--- config.mk ---
export PLATFORM = sky130hd
export DESIGN_NAME = auto_drive_sequencer
export DESIGN_NICKNAME = d
export VERILOG_FILES = /design/src/rtl/auto_drive_sequencer.sv
export SDC_FILE = /design/constraint.sdc
export NUM_CORES = 1
export LEC_CHECK = 0
export CAP_MARGIN = 20
export CORE_MARGIN = 2
export CORE_UTILIZATION = 40
export DETAILED_ROUTE_END_ITERATION = 6
export REMOVE_ABC_BUFFERS = 1
export SYNTH_ARGS = -nofsm -noshare
export SYNTH_HDL_FRONTEND = slang
export SYNTH_SLANG_ARGS = --single-unit
--- constraint.sdc ---
create_clock -name sys_clk -period 2.3 [get_ports sys_clk]
set_clock_uncertainty 0.05 [all_clocks]
set_input_delay 0.46 -clock sys_clk [delete_from_list [all_inputs] [get_ports sys_clk]]
set_output_delay 0.46 -clock sys_clk [all_outputs]
set_load 0.02 [all_outputs]
--- src/rtl/auto_drive_sequencer.sv ---
// Semi-auto drive sequencer: cruises along corridors, turns at dead ends and single openings,
// and waits for a user decision at forks. Motion commands are registered and one-hot.
module auto_drive_sequencer #(
    parameter int TURN_MS = 900,
    parameter int EXIT_MS = 400
) (
    input  logic       sys_clk,
    input  logic       rst,
    input  logic       enable,
    input  logic       ms_tick,
    input  logic       front_detector,
    input  logic       left_detector,
    input  logic       right_detector,
    input  logic       go_cmd,
    input  logic       left_cmd,
    input  logic       right_cmd,
    output logic       move_forward,
    output logic       turn_left,
    output logic       turn_right,
    output logic       fork_wait,
    output logic [2:0] state_code
);

    // state  | meaning
    // IDLE   | disabled, all outputs low
    // CRUISE | driving forward along a corridor
    // WAIT   | fork found, waiting for a user decision
    // TURN   | timed turn toward the latched direction
    // EXIT   | timed forward move clearing the junction, detectors ignored
    typedef enum logic [2:0] {
        IDLE   = 3'd0,
        CRUISE = 3'd1,
        WAIT   = 3'd2,
        TURN   = 3'd3,
        EXIT   = 3'd4
    } state_t;

    localparam logic [15:0] TURN_LD  = 16'(TURN_MS);
    localparam logic [15:0] TURN2_LD = 16'(2 * TURN_MS);
    localparam logic [15:0] EXIT_LD  = 16'(EXIT_MS);

    state_t      state, state_nx;
    logic [15:0] cnt, cnt_nx;
    logic        dir_right, dir_nx;
    logic [1:0]  open_cnt;

    assign open_cnt = {1'b0, ~front_detector} + {1'b0, ~left_detector} + {1'b0, ~right_detector};

    always_comb begin
        state_nx = state;
        cnt_nx   = cnt;
        dir_nx   = dir_right;
        if (!enable) begin
            state_nx = IDLE;
            cnt_nx   = 16'd0;
        end else begin
            case (state)
                IDLE: state_nx = CRUISE;
                CRUISE: begin
                    if (open_cnt >= 2'd2) begin
                        state_nx = WAIT;
                    end else if (open_cnt == 2'd1) begin
                        // a single open side means a forced turn; front-only keeps cruising
                        if (!left_detector) begin
                            state_nx = TURN;
                            cnt_nx   = TURN_LD;
                            dir_nx   = 1'b0;
                        end else if (!right_detector) begin
                            state_nx = TURN;
                            cnt_nx   = TURN_LD;
                            dir_nx   = 1'b1;
                        end
                    end else begin
                        state_nx = TURN;
                        cnt_nx   = TURN2_LD;
                        dir_nx   = 1'b1;
                    end
                end
                WAIT: begin
                    if (go_cmd && !front_detector) begin
                        state_nx = EXIT;
                        cnt_nx   = EXIT_LD;
                    end else if (left_cmd && !left_detector) begin
                        state_nx = TURN;
                        cnt_nx   = TURN_LD;
                        dir_nx   = 1'b0;
                    end else if (right_cmd && !right_detector) begin
                        state_nx = TURN;
                        cnt_nx   = TURN_LD;
                        dir_nx   = 1'b1;
                    end
                end
                TURN, EXIT: begin
                    if (ms_tick) begin
                        if (cnt <= 16'd1) begin
                            state_nx = (state == TURN) ? EXIT : CRUISE;
                            cnt_nx   = (state == TURN) ? EXIT_LD : 16'd0;
                        end else begin
                            cnt_nx = cnt - 16'd1;
                        end
                    end
                end
                default: begin
                    state_nx = IDLE;
                    cnt_nx   = 16'd0;
                end
            endcase
        end
    end

    always_ff @(posedge sys_clk or negedge rst) begin
        if (!rst) begin
            state        <= IDLE;
            cnt          <= 16'd0;
            dir_right    <= 1'b0;
            move_forward <= 1'b0;
            turn_left    <= 1'b0;
            turn_right   <= 1'b0;
            fork_wait    <= 1'b0;
        end else begin
            state        <= state_nx;
            cnt          <= cnt_nx;
            dir_right    <= dir_nx;
            // outputs decoded from the next state so they are valid in the first cycle of each state
            move_forward <= (state_nx == CRUISE) || (state_nx == EXIT);
            turn_left    <= (state_nx == TURN) && !dir_nx;
            turn_right   <= (state_nx == TURN) && dir_nx;
            fork_wait    <= (state_nx == WAIT);
        end
    end

    assign state_code = state;

endmodule

**Yosys cells after proc, flatten, opt, wreduce, memory -nomap -nowiden**

Index checks and enable logic that the tools add are counted.
Widths: inputs -> output; s select.

- Register bits: 24
- Input bits: 10
- Logic and storage cells: 75

- Add/subtract/negate cells: 3
- Magnitude comparators: 2
- Eq/ne operators: 14
- Muxes and demuxes: 33
- Bitwise logic cells: 3
- Reduce and logical (&&, ||, !) cells: 13

Operators with widths:

| kind | count |
|---|---|
| $mux 16 | 10 |
| $pmux 16 s4 | 1 |
| $mux 3 | 11 |
| $le 16x1->1 const B | 1 |
| $sub 16x1->16 const B | 1 |
| $eq 3x2->1 const B | 4 |
| $pmux 3 s4 | 1 |
| $ne 5x5->1 const B | 2 |
| $mux 9 | 1 |
| $mux 1 | 8 |
| $eq 3x1->1 const B | 2 |
| $eq 3x3->1 const B | 2 |
| $ne 3x3->1 const B | 2 |
| $logic_and 1x1->1 | 5 |
| $reduce_and 5->1 | 1 |
| $logic_not 1->1 | 4 |
| $logic_not 3->1 | 1 |
| $not 1->1 | 3 |
| $add 1x1->2 | 1 |
| $add 2x1->2 | 1 |
| $eq 2x1->1 const B | 1 |
| $ge 2x2->1 const B | 1 |
| $ne 2x2->1 const B | 1 |
| $pmux 1 s2 | 1 |
| 2 further kinds | 2 |

**Depth between registers and ports, before layout**

Gate-level depths: netlist (run 1).

- Depth in word-level cells: 10
- Gate-level depth with buffers: 8

**Least setup slack after synthesis (run 1)**

OpenSTA, ideal clock, no wires.

- Path kind: input -> register
- Start point: input front_detector
- End point: register cnt[14]
- Arrival time: 2.441 ns
- Required time: 2.167 ns
- Setup slack: -0.274 ns
- Stages on the path: 7
- Path through: fa_1 nand3b_1 a311oi_1 or3_1 buf_2 or4_1 a31oi_1

- Cells in the longest elaborated chain, start to end: 8

Ends and longest elaborated chain:

| item | RTL line | text |
|---|---|---|
| start: declaration | 11 | `input logic front_detector,` |
| $not 1->1 | 47 | `assign open_cnt = {1'b0, ~front_detector} + {1'b0, ~left_detector} + {1'b0, ~right_detector};` |
| $add 1x1->2 | 47 |  |
| $add 2x1->2 | 47 |  |
| $eq 2x1->1 | 62 | `end else if (open_cnt == 2'd1) begin` |
| $mux 16 | 62 |  |
| $mux 16 | 60 | `if (open_cnt >= 2'd2) begin` |
| $pmux 16 s4 | 57 | `case (state)` |
| $mux 16 | 53 | `if (!enable) begin` |
| end signal: assignment | 122 | `cnt <= cnt_nx;` |
| end: declaration | 43 | `logic [15:0] cnt, cnt_nx;` |

Parallel ways exist; a longest one is shown, timed or not. The select of a mux whose other input is x is not followed.
A chain may end at the register's enable or synchronous reset.

**Worst setup path after layout (run 1)**

- Start point: input left_detector
- End point: register cnt[1]

- Cells in the longest elaborated chain, start to end: 8

Ends and longest elaborated chain:

| item | RTL line | text |
|---|---|---|
| start: declaration | 12 | `input logic left_detector,` |
| $not 1->1 | 47 |  |
| $add 1x1->2 | 47 |  |
| $add 2x1->2 | 47 |  |
| $eq 2x1->1 | 62 |  |
| $mux 16 | 62 |  |
| $mux 16 | 60 |  |
| $pmux 16 s4 | 57 |  |
| $mux 16 | 53 |  |

Parallel ways exist; a longest one is shown, timed or not. The select of a mux whose other input is x is not followed.

==> results.md, run 1 <==
- Endpoint class of the critical path: flop
- CTS H-tree depth: 1
- Overflow after GRT: 0
- Per-cell routed wire length: 18.1 µm
- Cell family with most CP delay: simple AND/OR/NAND/NOR gates
- Diode count: 0
- Layout cells sized above 1: 28.4%
- Total power: 3.02 mW
- Tmin final: 2.33 ns
- Post-route DRC: 0
- Register area share after synthesis: 35.1%
- Clk_lat worst skew: 0.28 ns
- Hold crit path type: in -> async
- Initial core utilization: 42.2%
- Vias in the first global route: 1976
- TritonCTS Buffers: 3
- Combinational Power Share: 68.3%
- Final-layout fill cell count: 349
- Post-DP HPWL: 4.03 mm
- Crit Path Max Fanout: 7
- First-pass GRT wire length: 9.07 mm
- Setup ws final: -0.0333 ns
- Post-DRT Antenna Nets: 0
- Crit path required time: 2.46 ns
- Most Frequent Cell on Critical Path: or3_4
- Num rows: 23
- Core area: 4060 µm²
- GPL Wtd Cong: 0.867
- Fmax: 429 MHz
- Port buffer count: 16
- Mean post-synth cell area: 8.40 µm²
- Flop pwr share: 21.6%
- Peak VDD IR: 0.000498 V
- Finished Cell Area: 2370 µm²
- Initial antenna violation count: 0
- Bufs on Longest Clock Path: 2
- Clk sink count: 24
- Worst r2r src: state_code[0]
- Max-slew violations: 0
- Rel. slew slack: 67.2%
- Post-Syn Instances: 204
- Ys flop type: dfrtp_1
- Total number of vias: 1887
- Flops & latches, synth: 24
- Reg clk slew, reported paths: 0.09 ns
- Buf+Inv Stages, Crit Path: 2
- Synth Warn #: 0
- Area Overhead vs Synth: 38.5%
- Final WL: 5.55 mm
- Placed cell areas: 2190 µm²
- Commonest non-fill, non-tap cells in the layout: buf_4, dfrtp_1, a21oi_1
- Status: finished, violations left
- Worst Tran Pin Value: 0.488 ns
- Arrival time at the worst endpoint: 2.50 ns
- Syn Std Cell Area: 1710 µm²
- Async S/R FF share, synth: 100%
- Violated checks: negative setup slack
- CP Launch Point: left_detector
- CP startpoint kind: input port
- Final period utilization: 101%
- Unique masters post-synth: 53
- Commonest non-fill, non-tap cell in the layout: buf_4
- Setup violators final: 1
- Critical path's slowest cell: fa_1
- CTS root buf: clkbuf_8
- Slowest Stage Delay on Critical Path: 0.55 ns
- WHS: 0.493 ns
- CTS tree: yes
- Power share of the clock group: 10.1%
- Chip height: 69.4 µm
- Largest net degree at the start of global routing: 25
- Max cap viols: 0
- Setup Total Neg Slack: -0.0333 ns
- Leakage Power: 1.01 nW
- Drt initial violations: 100
- Psw: 1.40 mW
- First drt pass iteration count: 4
- Die X: 69.4 µm
- Sw frac: 46.4%
- Post-synth EDFFs: 0
- Via density: 6.15
- GRT Total Usage: 23.2%
- Post-CTS Hold Buffers: 0
- PwrDens: 1270 nW/µm²
- Kind of critical path: in -> reg
- Nets@finish: 271
- P_int: 1.62 mW
- RSZ-0062 raised after global routing: true
- Final hold violation count: 0
- Critical-path cell list: buf_6, fa_1, nand3b_1, a311oi_2, or3_4, buf_8, or3_4, a21oi_2
- Num ports: 17
- Die area: 4820 µm²
[path summary, 6_finish.rpt]
| path | cells past startpoint | to | slack [ns] |
|---|---|---|---|
| min in group sys_clk | 2 | cnt[1] | 0.55 |
| min reg2reg | 2 | cnt[1] | 0.55 |
| max in group asynchronous | 2 | cnt[9] | 1.46 |
| max reg2reg | 8 | cnt[6] | 0.13 |
| min | 2 | cnt[7] | 0.49 |
| max | 8 | cnt[1] | -0.03 |
[what timing repair did]
| action | 4_1_cts | 5_1_grt |
|---|---|---|
| pin swaps | 9 | 7 |
| setup endpoints to repair | 21 | 16 |
| setup buffers | 1 | 0 |
| hold endpoints to repair | 0 | 0 |
| gates resized for setup | 14 | 21 |
[layer usage]
layer | vias to the layer above | global-route usage, % | part of all wire [%]
met5 | - | 0 | 0
met4 | 0 | 8.50 | 1.6
met3 | 9 | 3.49 | 6.5
met2 | 78 | 40.6 | 50
met1 | 910 | 28.8 | 42
li1 | 890 | - | -
[state kept, by name, indices dropped and copies added (netlist names)]
name,cells
turn_left,1
cnt,16
move_forward,1
turn_right,1
state_code,3
fork_wait,1
dir_right,1
[power by group through the flow]
stage	Combinational, mW	Sequential (mW)	Clock [mW]
finish	2.06	0.654	0.305
global route	2.25	0.668	0.329
CTS	1.88	0.640	0.311
detailed placement	1.80	0.647	0
global placement	1.79	0.640	0
floorplan	0.971	0.678	0
[cells in the mapped netlist (3+ instances only)]
cell,n,share of area (%)
nand3_1,9,2.6
buf_2,4,1.2
o211ai_1,4,1.8
nand2b_1,7,2.6
a211oi_1,3,1.3
a21oi_1,20,5.8
o2bb2ai_1,3,1.5
nor3_1,7,2.0
o21ai_0,6,1.8
o41ai_1,5,2.6
nand2_1,15,3.3
o22ai_1,3,1.1
or4_1,5,2.2
nand4_1,4,1.5
nor2b_1,4,1.5
inv_1,11,2.4
or3_1,6,2.2
dfrtp_1,24,35
nor2_1,13,2.8
a31oi_1,5,1.8
[stage by stage]
| stage | setup WS, ns | utilization, % | std cells |
|---|---|---|---|
| 2_1_floorplan | -0.378 | - | 197 |
| 3_3_place_gp | -0.699 | 54.0 | 302 |
| 3_5_place_dp | -0.758 | 54.0 | 302 |
| 4_1_cts | 0.00649 | 56.2 | 307 |
| 5_1_grt | -0.0821 | 58.5 | 307 |
| 6_report | -0.0333 | 58.5 | 307 |
[logic make-up (layout without fill, tap and decap cells)]
logic type | after synthesis | count (layout) | share of synthesized area [%]
simple gates | 87 | 87 | 28.9
xor+xnor | 2 | 2 | 1.02
compound gates | 69 | 69 | 27.5
flops | 24 | 24 | 35.1
fa+ha+maj | 3 | 3 | 2.63
buf+inv | 19 | 72 | 4.89
[layout make-up]
cell class | instances | area (µm²) | area share, %
Tap cell | 50 | 62.6 | 2.64
Timing Repair Buffer | 56 | 462 | 19.5
Clock buffer | 4 | 55.1 | 2.32
Inverter | 12 | 45.0 | 1.90
Sequential cell | 24 | 601 | 25.3
Multi-Input combinational cell | 161 | 1150 | 48.4
Note: power is estimated with default switching activity, not from simulation.
==> run 2, diff against run 1 <==
- clock period: 2.3 -> 1.9 ns (I/O delays scaled with it)
==> results.md, run 2 (synthesized netlist as in run 1, its figures left out) <==
- Diode count: 0 (unchanged)
- Rel. slew slack: 69.1% (was 67.2%)
- CTS root buf: clkbuf_8 (unchanged)
- Setup violators final: 23 (was 1)
- First-pass GRT wire length: 11.1 mm (was 9.07 mm)
- Final WL: 7.27 mm (was 5.55 mm)
- CTS tree: yes (unchanged)
- Most Frequent Cell on Critical Path: buf_8 (was or3_4)
- First drt pass iteration count: 5 (was 4)
- Total number of vias: 2276 (was 1887)
- Commonest non-fill, non-tap cell in the layout: buf_4 (unchanged)
- Max-slew violations: 0 (unchanged)
- Crit path required time: 2.04 ns (was 2.46 ns)
- Worst Tran Pin Value: 0.463 ns (was 0.488 ns)
- Violated checks: negative setup slack (unchanged)
- Leakage Power: 1.38 nW (was 1.01 nW)
- Combinational Power Share: 79.2% (was 68.3%)
- Clk_lat worst skew: 0.27 ns (was 0.28 ns)
- RSZ-0062 raised after global routing: true (unchanged)
- Placed cell areas: 2440 µm² (was 2190 µm²)
- Status: finished, violations left (unchanged)
- Initial antenna violation count: 0 (unchanged)
- Sw frac: 45.8% (was 46.4%)
- P_int: 2.87 mW (was 1.62 mW)
- WHS: 0.415 ns (was 0.493 ns)
- Endpoint class of the critical path: flop (unchanged)
- Layout cells sized above 1: 54.4% (was 28.4%)
- Core area: 4060 µm² (unchanged)
- Commonest non-fill, non-tap cells in the layout: buf_4, dfrtp_1, buf_6 (was buf_4, dfrtp_1, a21oi_1)
- Critical-path cell list: buf_8, fa_1, nand3b_1, a311oi_2, or3_4, buf_8, o41ai_2, o2bb2ai_1 (was buf_6, fa_1, nand3b_1, a311oi_2, or3_4, buf_8, or3_4, a21oi_2)
- Peak VDD IR: 0.00103 V (was 0.000498 V)
- Kind of critical path: in -> reg (unchanged)
- Setup ws final: -0.282 ns (was -0.0333 ns)
- PwrDens: 1690 nW/µm² (was 1270 nW/µm²)
- Chip height: 69.4 µm (unchanged)
- Power share of the clock group: 7.0% (was 10.1%)
- Hold crit path type: in -> async (unchanged)
- Crit Path Max Fanout: 8 (was 7)
- Finished Cell Area: 3130 µm² (was 2370 µm²)
- Fmax: 458 MHz
- Final core utilization: 77.1% (was 58.5%)
- Clk sink count: 24 (unchanged)
- Die area: 4820 µm² (unchanged)
- Post-DP HPWL: 4.54 mm (was 4.03 mm)
- Slowest Stage Delay on Critical Path: 0.54 ns (was 0.55 ns)
- Critical path's slowest cell: fa_1 (unchanged)
- Overflow after GRT: 0 (unchanged)
- Post-DRT Antenna Nets: 0 (unchanged)
- Arrival time at the worst endpoint: 2.32 ns (was 2.50 ns)
- Pre-CTS WS: -1.03 ns (was -0.758 ns)
- Initial core utilization: 42.2% (unchanged)
- Num ports: 17 (unchanged)
- Psw: 2.42 mW (was 1.40 mW)
- Port buffer count: 16 (unchanged)
- CP startpoint kind: input port (unchanged)
- Die X: 69.4 µm (unchanged)
- Reg with most FFs: cnt (unchanged)
- Num rows: 23 (unchanged)
- Area Overhead vs Synth: 82.7% (was 38.5%)
- Per-cell routed wire length: 20.5 µm (was 18.1 µm)
- Flop pwr share: 13.8% (was 21.6%)
- TritonCTS Buffers: 3 (unchanged)
- Largest net degree at the start of global routing: 25 (unchanged)
- Vias in the first global route: 2312 (was 1976)
- Drt initial violations: 233 (was 100)
- Reg clk slew, reported paths: 0.10 ns (was 0.09 ns)
- Bufs on Longest Clock Path: 2 (unchanged)
- GPL Wtd Cong: 0.887 (was 0.867)
- GRT Total Usage: 28.6% (was 23.2%)
- Final period utilization: 115%
- Final hold violation count: 0 (unchanged)
- Via density: 6.41 (was 6.15)
- Tmin final: 2.18 ns
- Post-route DRC: 0 (unchanged)
- Max reg flops: 16 (unchanged)
- Nets@finish: 319 (was 271)
- CTS H-tree depth: 1 (unchanged)
- Max cap viols: 0 (unchanged)
-- run 2: repair_timing --
action / CTS / global route
setup endpoints to repair: 25 / 25
gates resized for setup: 82 / 44
cloned: 0 / 0
setup buffers: 7 / 12
pin swaps: 45 / 30
hold buffers: 0 / 0
-- run 2: critical path: cells and delay by family --
kind | cells | cell delay [ns]
AND/OR/NAND/NOR | 2 | 0.56
AO/OA/AOI/OAI | 3 | 0.56
adder cells (fa/ha/maj) | 1 | 0.54
buffers and inverters | 2 | 0.26
-- run 2: power groups by stage --
stage | Clock, mW | Sequential [mW] | Combinational [mW]
after floorplan | 0 | 0.821 | 1.18
final | 0.369 | 0.730 | 4.19
after CTS | 0.372 | 0.724 | 3.37
after global routing | 0.401 | 0.739 | 4.42
after global placement | 0 | 0.715 | 2.57
after detailed placement | 0 | 0.720 | 2.63
-- run 2: metal layers --
layer / global-route usage [%] / vias to the layer above / routed length, µm
li1: - / 991 / -
met1: 33.4 / 1120 / 2800
met2: 51.0 / 131 / 3740
met3: 3.78 / 34 / 447
met4: 14.2 / 0 / 283
met5: 0 / - / 0
-- run 2: path summary, 6_finish.rpt --
path,slack [ns],startpoint,depth (start not counted),end
min in group sys_clk,0.56,cnt[0],2,cnt[0]
max in group asynchronous,1.10,rst,2,cnt[2]
setup / recovery,-0.28,left_detector,8,cnt[3]
hold reg to reg,0.56,cnt[0],2,cnt[0]
setup reg to reg,-0.25,cnt[11],6,cnt[14]
hold / removal,0.42,rst,2,fork_wait
-- run 2: cell type report --
| cell class | instances | area, µm² |
|---|---|---|
| fill | 235 | 928 |
| timing repair buffer | 104 | 895 |
| clock buffer | 4 | 55.1 |
| inverter | 12 | 45.0 |
| tap | 50 | 62.6 |
| multi-input combinational | 161 | 1470 |
| sequential | 24 | 602 |
-- run 2: per-stage QoR --
step                      cells  total power [mW]  setup TNS [ns]
after detailed placement    335              3.35          -18.32
after global placement      335              3.28          -17.59
after CTS                   344              4.46           -1.51
after floorplan             197              2.00           -8.16
final                       355              5.29           -3.57
after global routing        355              5.56           -5.32
